### config.mk
export PLATFORM = sky130hd
export DESIGN_NAME = mem_arbiter
export DESIGN_NICKNAME = d
export VERILOG_FILES = /design/src/rtl/mem_arbiter.sv
export SDC_FILE = /design/constraint.sdc
export NUM_CORES = 1
export LEC_CHECK = 0
export CELL_PAD_IN_SITES_DETAIL_PLACEMENT = 1
export CELL_PAD_IN_SITES_GLOBAL_PLACEMENT = 1
export CORE_UTILIZATION = 30
export DETAILED_ROUTE_END_ITERATION = 8
export PLACE_DENSITY = 0.9
export SETUP_SLACK_MARGIN = 0.15
export SLEW_MARGIN = 5
export SYNTH_ARGS = -nofsm -noshare
export SYNTH_HDL_FRONTEND = slang
export SYNTH_SLANG_ARGS = --single-unit
### constraint.sdc
create_clock -name clk -period 2.53 [get_ports clk]
set_clock_uncertainty 0.15 [all_clocks]
set_input_delay 0.506 -clock clk [delete_from_list [all_inputs] [get_ports clk]]
set_output_delay 0.506 -clock clk [all_outputs]
set_load 0.02 [all_outputs]
### src/rtl/mem_arbiter.sv
// Two-requester round-robin arbiter in front of a single-port memory.
// One access in flight at a time: stores take 2 cycles, loads MEM_LAT+2.
module mem_arbiter #(
  parameter int ADDR_W  = 32,
  parameter int DATA_W  = 32,
  parameter int MEM_LAT = 1
) (
  input  logic              clk,
  input  logic              reset,
  input  logic              req0_valid,
  input  logic              req0_write,
  input  logic [ADDR_W-1:0] req0_addr,
  input  logic [DATA_W-1:0] req0_wdata,
  output logic              req0_ready,
  output logic              req0_rvalid,
  output logic [DATA_W-1:0] req0_rdata,
  input  logic              req1_valid,
  input  logic              req1_write,
  input  logic [ADDR_W-1:0] req1_addr,
  input  logic [DATA_W-1:0] req1_wdata,
  output logic              req1_ready,
  output logic              req1_rvalid,
  output logic [DATA_W-1:0] req1_rdata,
  output logic [ADDR_W-1:0] address,
  output logic [DATA_W-1:0] write_data,
  input  logic [DATA_W-1:0] read_data,
  output logic              MemWrite,
  output logic              MemRead,
  output logic              busy
);

  typedef enum logic [1:0] {IDLE, ACCESS, RESP} state_t;

  localparam logic [2:0] LAT_LAST = 3'(MEM_LAT);

  state_t      state;
  logic        last_grant;
  logic        grant_id;
  logic        acc_write;
  logic [2:0]  lat_cnt;

  logic              grant1;
  logic              grant_any;
  logic              sel_write;
  logic [ADDR_W-1:0] sel_addr;
  logic [DATA_W-1:0] sel_wdata;

  // On a tie the requester that was not served last wins.
  assign grant1    = req1_valid && (!req0_valid || !last_grant);
  assign grant_any = req0_valid || req1_valid;
  assign sel_write = grant1 ? req1_write : req0_write;
  assign sel_addr  = grant1 ? req1_addr  : req0_addr;
  assign sel_wdata = grant1 ? req1_wdata : req0_wdata;

  assign req0_ready = !reset && (state == IDLE) && req0_valid && !grant1;
  assign req1_ready = !reset && (state == IDLE) && grant1;

  always_ff @(posedge clk) begin
    if (reset) begin
      state       <= IDLE;
      lat_cnt     <= 3'd0;
      last_grant  <= 1'b1;
      grant_id    <= 1'b0;
      acc_write   <= 1'b0;
      MemWrite    <= 1'b0;
      MemRead     <= 1'b0;
      busy        <= 1'b0;
      address     <= '0;
      write_data  <= '0;
      req0_rdata  <= '0;
      req1_rdata  <= '0;
      req0_rvalid <= 1'b0;
      req1_rvalid <= 1'b0;
    end else begin
      case (state)
        IDLE: begin
          if (grant_any) begin
            grant_id   <= grant1;
            last_grant <= grant1;
            acc_write  <= sel_write;
            address    <= sel_addr;
            write_data <= sel_wdata;
            MemWrite   <= sel_write;
            MemRead    <= !sel_write;
            lat_cnt    <= 3'd1;
            busy       <= 1'b1;
            state      <= ACCESS;
          end
        end
        ACCESS: begin
          if (acc_write) begin
            MemWrite <= 1'b0;
            busy     <= 1'b0;
            state    <= IDLE;
          end else if (lat_cnt == LAT_LAST) begin
            // Final strobe cycle: memory data is valid now.
            MemRead <= 1'b0;
            if (grant_id) begin
              req1_rdata  <= read_data;
              req1_rvalid <= 1'b1;
            end else begin
              req0_rdata  <= read_data;
              req0_rvalid <= 1'b1;
            end
            state <= RESP;
          end else begin
            lat_cnt <= lat_cnt + 3'd1;
          end
        end
        RESP: begin
          req0_rvalid <= 1'b0;
          req1_rvalid <= 1'b0;
          busy        <= 1'b0;
          state       <= IDLE;
        end
        default: state <= IDLE;
      endcase
    end
  end

endmodule
* After elaboration in Yosys (flattened, before gate mapping)
Cells that the tools add are included. W data, S select, Z words.
Storage, ports and cells: output and inout port bits 135, memory bits (writable) 0, latch bits 0, memories 0, bits in read-only memories 0, flip-flop bits (word level) 141
Cells by class: mux-type cells 28, $add $sub $neg 1, div/mod/pow operators 0, multiply operators 0, shift-type cells 0, bitwise logic cells 2, equal/unequal tests 11, magnitude comparators 0, reductions and logical operators 26
Operators by type and width (count):
- $mux W32 | 2
- $reduce_and A4 Y1 | 6
- $ne A2 B2 Y1 const B | 7
- $mux W1 | 13
- $mux W3 | 3
- $pmux W1 S2 | 4
- $mux W2 | 3
- $pmux W3 S2 | 1
- $reduce_and A3 Y1 | 2
- $logic_and A1 B1 Y1 | 5
- $logic_not A1 Y1 | 5
- $pmux W2 S2 | 1
- $reduce_and A2 Y1 | 2
- $reduce_bool A2 Y1 | 2
- $add A3 B1 Y3 const B | 1
- $eq A3 B1 Y1 const B | 1
- $ne A3 B3 Y1 const B | 1
- $pmux W1 S3 | 1
- $reduce_bool A3 Y1 | 1
- $eq A2 B1 Y1 const B | 1
- $eq A2 B2 Y1 const B | 1
- $logic_not A2 Y1 | 1
- $logic_or A1 B1 Y1 | 2
- $not A1 Y1 | 2

* Logic depth before layout (Yosys ltp)
Gate-level depths: netlist of run 1.
word-level depth 7, mapped depth 8, mapped depth without buffers 6

* Worst setup path after synthesis of run 1
No wires, ideal clock.
path type input-to-output, start input reset, end output req1_ready, arrival 1.542 ns, cell stages on the path 4, required time 1.874 ns, path buffers 3, slack 0.332 ns, cells stage by stage buf_2 > clkbuf_1 > clkbuf_1 > nor3_1
On the way: cells in the longest elaborated chain, start to end 3
Ends and longest elaborated chain:
- from (decl) | line 9 | input logic reset,
- $logic_not A1 Y1 | line 56 | assign req1_ready = !reset && (state == IDLE) && grant1;
- $logic_and A1 B1 Y1 (2 in a row) | line 56
- to (decl) | line 21 | output logic req1_ready,
Every way passes these cells.

* Worst setup path after layout of run 1
start register state[0], end output req0_ready
On the way: cells in the longest elaborated chain, start to end 4
Ends and longest elaborated chain:
- from (decl) | line 36 | state_t state;
- from (signal assigned) | line 60 | state <= IDLE;
- from (signal assigned) | line 87 | state <= ACCESS;
- from (signal assigned) | line 94 | state <= IDLE;
- $logic_not A2 Y1 | line 55 | assign req0_ready = !reset && (state == IDLE) && req0_valid && !grant1;
- $logic_and A1 B1 Y1 (3 in a row) | line 55
- to (decl) | line 14 | output logic req0_ready,
Every way passes these cells.

==> flow_summary.toml, run 1 <==
[setup_path]
regToRegSetupSlack_ps = 450
critical_path_class = "register to primary output"
arrival_ps = 1640
cp-start-kind = "register"
crit_fanout = 4
worstPathRequired_ps = 1870
end_kind = "primary output"

[placed_design]
portBuffers = 300
gp_congestion = 0.7479
placed_cell_area_sq_um = 9095
place_hpwl_um = 15910
pre_cts_slack_ps = -284.8
dp.cells = 1257

[synthesis]
synth-async-reset-ratio_pct = 0
synth_area_sq_um = 5936
synth_warnings = 0
synth_cell_type_count = 35
synth_cells = 729
avgSynthCellArea_sq_um = 8.142
ys_ff_latch = 141
synth-edff-count = 0
ys.flop_type = "dfxtp_1"
syn_nets = 902
ys_seq_area_share_pct = 47.55

[sta]
relSlewSlack_pct = 33.13
tns_ps = 0
fin_crit_sh_pct = 90.91
hold_violations = 0
setup_ws_ps = 230.1
final-setup-viol-count = 0
post-route-min-period_ps = 2300
slew_viol_final = 0
max_freq_mhz = 434.8
tightestPinTransition_ps = 1003
rsz0062_at_grt = "no"
hold_ws_ps = 303.8

[cts]
cts_sinks = 141
cts_hold_buffers = 0
htreeDepth = 4
ctsRootBufferMaster = "clkbuf_16"
numCtsBuffers = 17
cts_tree = "built"
clock_latency_ps = 420
cts.path.max_buffers = 2
path_clk_slew_ps = 60
postCtsSetupRepairBufs = 0

[floorplan]
dieArea_sq_um = 20350
pin_count = 301
coreArea_sq_um = 19400
std_cell_rows = 51
die_h_um = 142.7
die_w_um = 142.7
start_util_pct = 30.60

[detailed_routing]
dr.first_iter.drc_count = 147
wirelength_um = 21700
dr.pass1.iters = 4
num_vias = 6228
drc = 0
wl_per_cell_um = 16.85
via_per_inst = 4.835
ant_nets = 0

[grt]
antenna_found_initial = 0
grt_overflow = 0
grt_use_total_pct = 21.16
grt_pass1_vias = 6421
grt_start_max_net_pins = 81
grt_pass1_wl_um = 32940

[final_layout]
nets = 1184
layout_common_cells = "clkdlybuf4s50_1, nand2_1, dfxtp_1"
fillers = 2336
multi_input_area_sq_um = 2709
layout_commonest_cell = "clkdlybuf4s50_1"
diodes = 0
layout-drive-gt1-share_pct = 8.895
utilization_pct = 49.88
postLayoutCellArea_sq_um = 9676
ff_latch_area_sq_um = 2823
layout.cells.non_filler = 1288
areaGrowthSynthToFinish_pct = 63.01

[flow_run]
maxCapViolCount = 0

[pwr]
p_leak_nw = 3.524
ir_drop_mv = 0.4722
totalPowerFinal_mw = 8.262
powerDensity_nw_per_um2 = 853.9

[outcome]
outcome = "finished clean"

[hold_path]
hp-class = "register to register"
cell usage after synthesis (2+ instances only):
master / n / area share [%]
o21ai_0: 6 / 0.51
nor2_1: 73 / 4.6
dfxtp_1: 141 / 48
nor2b_1: 2 / 0.21
inv_1: 10 / 0.63
buf_6: 15 / 2.8
and3_1: 3 / 0.32
a311oi_1: 44 / 6.5
nand3_1: 2 / 0.17
nor3_1: 4 / 0.34
nand2_1: 261 / 17
clkbuf_1: 21 / 1.3
a211oi_1: 2 / 0.25
ha_1: 7 / 1.5
a21oi_1: 72 / 6.1
a31oi_1: 2 / 0.21
buf_2: 15 / 1.3
a21boi_0: 3 / 0.38
a311oi_2: 20 / 5.1
buf_4: 9 / 1.1
o21a_1: 3 / 0.38
worst paths after layout:
path                          startpoint                          end  cells after the start
max reg2reg        state[0]$_SDFFE_PP0P_      lat_cnt[1]$_SDFFE_PP0P_                      5
min          req0_rdata[23]$_SDFFE_PP0P_  req0_rdata[23]$_SDFFE_PP0P_                      2
min reg2reg  req0_rdata[23]$_SDFFE_PP0P_  req0_rdata[23]$_SDFFE_PP0P_                      2
max                state[0]$_SDFFE_PP0P_                   req0_ready                      5
worst max-delay path, cell delays in order (launching register included):
cell,delay (ps)
dfxtp_1,360
inv_2,100
ha_2,190
inv_2,80
nor4_2,300
buf_2,210
sequential cells by signal (all words and copies together) (netlist names):
signal,flops
MemRead,1
MemWrite,1
acc_write,1
address,32
busy,1
grant_id,1
last_grant,1
lat_cnt,3
req0_rdata,32
req0_rvalid,1
req1_rdata,32
req1_rvalid,1
state,2
write_data,32
report_power, final:
group          switching, mW  leakage (nW)  internal (mW)
Sequential             0.219          1.16           2.60
Combinational           1.63          2.10           1.35
Clock                   1.01         0.267           1.45
Total                   2.86          3.52           5.40
cell families after synthesis:
| logic type | count (synthesis) | synth area share [%] |
|---|---|---|
| AOI/OAI and AO/OA | 156 | 20.09 |
| adders and majority gates | 7 | 1.475 |
| buffers and inverters | 70 | 7.209 |
| DFF | 141 | 47.55 |
| muxes | 1 | 0.1897 |
| and+or+nand+nor | 354 | 23.48 |
layout make-up:
class | instances | area share [%]
clock buffers | 17 | 4.397
repair buffers | 323 | 33.09
clock inverters | 14 | 1.526
well taps | 265 | 3.427
flip-flops and latches | 141 | 29.17
inverters | 10 | 0.3879
multi-input cells | 518 | 28.00
timing repair:
| action | CTS | global route |
|---|---|---|
| setup endpoints to repair | 2 | 1 |
| resized for setup | 8 | 4 |
| pin swaps | 0 | 1 |
| hold endpoints to repair | 0 | 0 |
metal layers:
metal	up-vias	GRT usage, %	routed length (um)
met5	-	0	0
met4	0	7.357	367
met3	24	7.981	1945
met2	217	38.39	11020
met1	2973	22.27	8374
li1	3014	-	-
(Power assumes the default switching activity.)
==> inputs of run 2 (changes only) <==
--- a/config.mk
+++ b/config.mk
@@ -5,11 +5,14 @@
 export SDC_FILE = /design/constraint.sdc
 export NUM_CORES = 1
 export LEC_CHECK = 0
+export ABC_AREA = 1
 export CELL_PAD_IN_SITES_DETAIL_PLACEMENT = 1
 export CELL_PAD_IN_SITES_GLOBAL_PLACEMENT = 1
-export CORE_UTILIZATION = 30
+export CORE_AREA = 2 2 115 117
 export DETAILED_ROUTE_END_ITERATION = 8
-export PLACE_DENSITY = 0.9
+export DIE_AREA = 0 0 117 119
+export DONT_BUFFER_PORTS = 1
+export PLACE_DENSITY = 0.86
 export SETUP_SLACK_MARGIN = 0.15
 export SLEW_MARGIN = 5
 export SYNTH_ARGS = -nofsm -noshare
==> flow_summary.toml, run 2 <==
[synthesis]
syn_nets = 921
synth_area_sq_um = 5742
synth-async-reset-ratio_pct = 0
netlist_top_cells_count = "nand2_1, dfxtp_1, nor2_1"
ys_seq_area_share_pct = 49.16
yosysTopAreaCell = "dfxtp_1"
synth_cell_type_count = 26
synth_warnings = 0
netlist_top_cells_area = "dfxtp_1, nand2_1, nor2_1"
synth_cells = 748
ys_ff_latch = 141
ys.flop_type = "dfxtp_1"
synth_top_area_share_pct = 49.16
avgSynthCellArea_sq_um = 7.676
synth-edff-count = 0
yosysMostFrequentCell = "nand2_1"

[sta]
fin_crit_sh_pct = 89.96
tightestPinTransition_ps = 815.4
hold_ws_ps = 80.37
tns_ps = 0
slew_viol_final = 0
final-setup-viol-count = 0
rsz0062_at_grt = "no"
max_freq_mhz = 439.3
hold_violations = 0
post-route-min-period_ps = 2276
relSlewSlack_pct = 45.64

[setup_path]
arrival_ps = 1620
cp-startpoint = "state[0]$_SDFFE_PP0P_"
worstPathRequired_ps = 1870
regToRegSetupSlack_ps = 450
r2r-start = "state[1]$_SDFFE_PP0P_"
critical_path_class = "register to primary output"
cp-start-kind = "register"
crit_fanout = 4
end_kind = "primary output"

[placed_design]
gp_congestion = 0.7916
portBuffers = 0
place_hpwl_um = 12450
placed_cell_area_sq_um = 5738

[grt]
grt_pass1_wl_um = 26540
grt_pass1_vias = 5260
grt_overflow = 0
grt_use_total_pct = 24.39
grt_start_max_net_pins = 136
antenna_found_initial = 0

[final_layout]
areaGrowthSynthToFinish_pct = 10.70
utilization_pct = 49.37
diodes = 0
layout_common_cells = "nand2_1, dfxtp_1, nor2_1"
layout_commonest_cell = "nand2_1"
layout-drive-gt1-share_pct = 8.525
postLayoutCellArea_sq_um = 6356
nets = 900

[cts]
ctsRootBufferMaster = "clkbuf_16"
path_clk_slew_ps = 60
cts.path.max_buffers = 2
htreeDepth = 4
clock_latency_ps = 410
cts_sinks = 141
cts_tree = "built"
numCtsBuffers = 17
postCtsSetupRepairBufs = 0

[detailed_routing]
wirelength_um = 17260
ant_nets = 0
via_per_inst = 5.640
dr.first_iter.drc_count = 361
drc = 0
dr.pass1.iters = 4
wl_per_cell_um = 18.86
num_vias = 5161

[pwr]
ir_drop_mv = 0.4250
powerDensity_nw_per_um2 = 1139
p_leak_nw = 2.599

[floorplan]
coreArea_sq_um = 12870
start_util_pct = 44.60
pin_count = 301
die_w_um = 117
dieArea_sq_um = 13920
die_h_um = 119
std_cell_rows = 42

[hold_path]
hp-class = "primary input to register"
min_from = "read_data[12]"

[outcome]
outcome = "finished clean"

[flow_run]
maxCapViolCount = 0
[run 2: worst max-delay path, stage by stage, from the launching register on]
cell,delay (ps)
dfxtp_1,320
inv_1,160
ha_4,190
inv_2,70
nor4_2,280
buf_4,200
[run 2: final cells by class]
cell class              count  area (sq um)
inverters                  17         73.82
clock buffers              20         446.7
repair buffers             16         135.1
fillers                  1615          6519
flip-flops and latches    141          2823
multi-input cells         534          2515
well taps                 176         220.2
clock inverters            11         142.6
[run 2: metal layers]
metal	global-route usage, %	part of all wire [%]
met1	24.98	36
met2	42.67	50
met3	8.702	9.5
met4	13.09	4.3
met5	0	0
[run 2: final timing paths]
path | end | cells past startpoint
worst max register to register | req1_rdata[16]$_SDFFE_PP0P_ | 7
worst max-delay path | req0_ready | 5
worst min register to register | last_grant$_SDFFE_PP1P_ | 2
worst min-delay path | req1_rdata[12]$_SDFFE_PP0P_ | 2
[run 2: repair_timing]
item,in CTS,in global routing
hold buffers,1,0
endpoints found under the hold margin,6,0
gates resized for setup,0,3
endpoints found under the setup margin,0,1
[run 2: per-stage QoR]
stage | instances | power, mW | setup WS [ps]
after floorplan | 748 | 4.425 | 412.8
after global placement | 883 | 4.660 | 608.8
after detailed placement | 883 | 4.773 | 457.8
after CTS | 915 | 7.294 | 150.7
after global routing | 915 | 7.625 | 114.0
final | 915 | 7.242 | 253.9
[run 2: power breakdown]
part | total (mW) | internal [mW] | switching [mW] | leakage (nW)
clock | 2.50 | 1.57 | 0.935 | 0.286
combinational | 1.34 | 0.474 | 0.865 | 1.16
sequential | 3.40 | 2.63 | 0.773 | 1.16
[run 2: cells by family after synthesis]
kind of cell / after synthesis / synth area share (%)
buf+inv: 73 / 7.365
simple gates: 317 / 22.18
flops: 141 / 49.16
compound gates: 209 / 19.61
fa+ha+maj: 7 / 1.525
xor+xnor: 1 / 0.1526
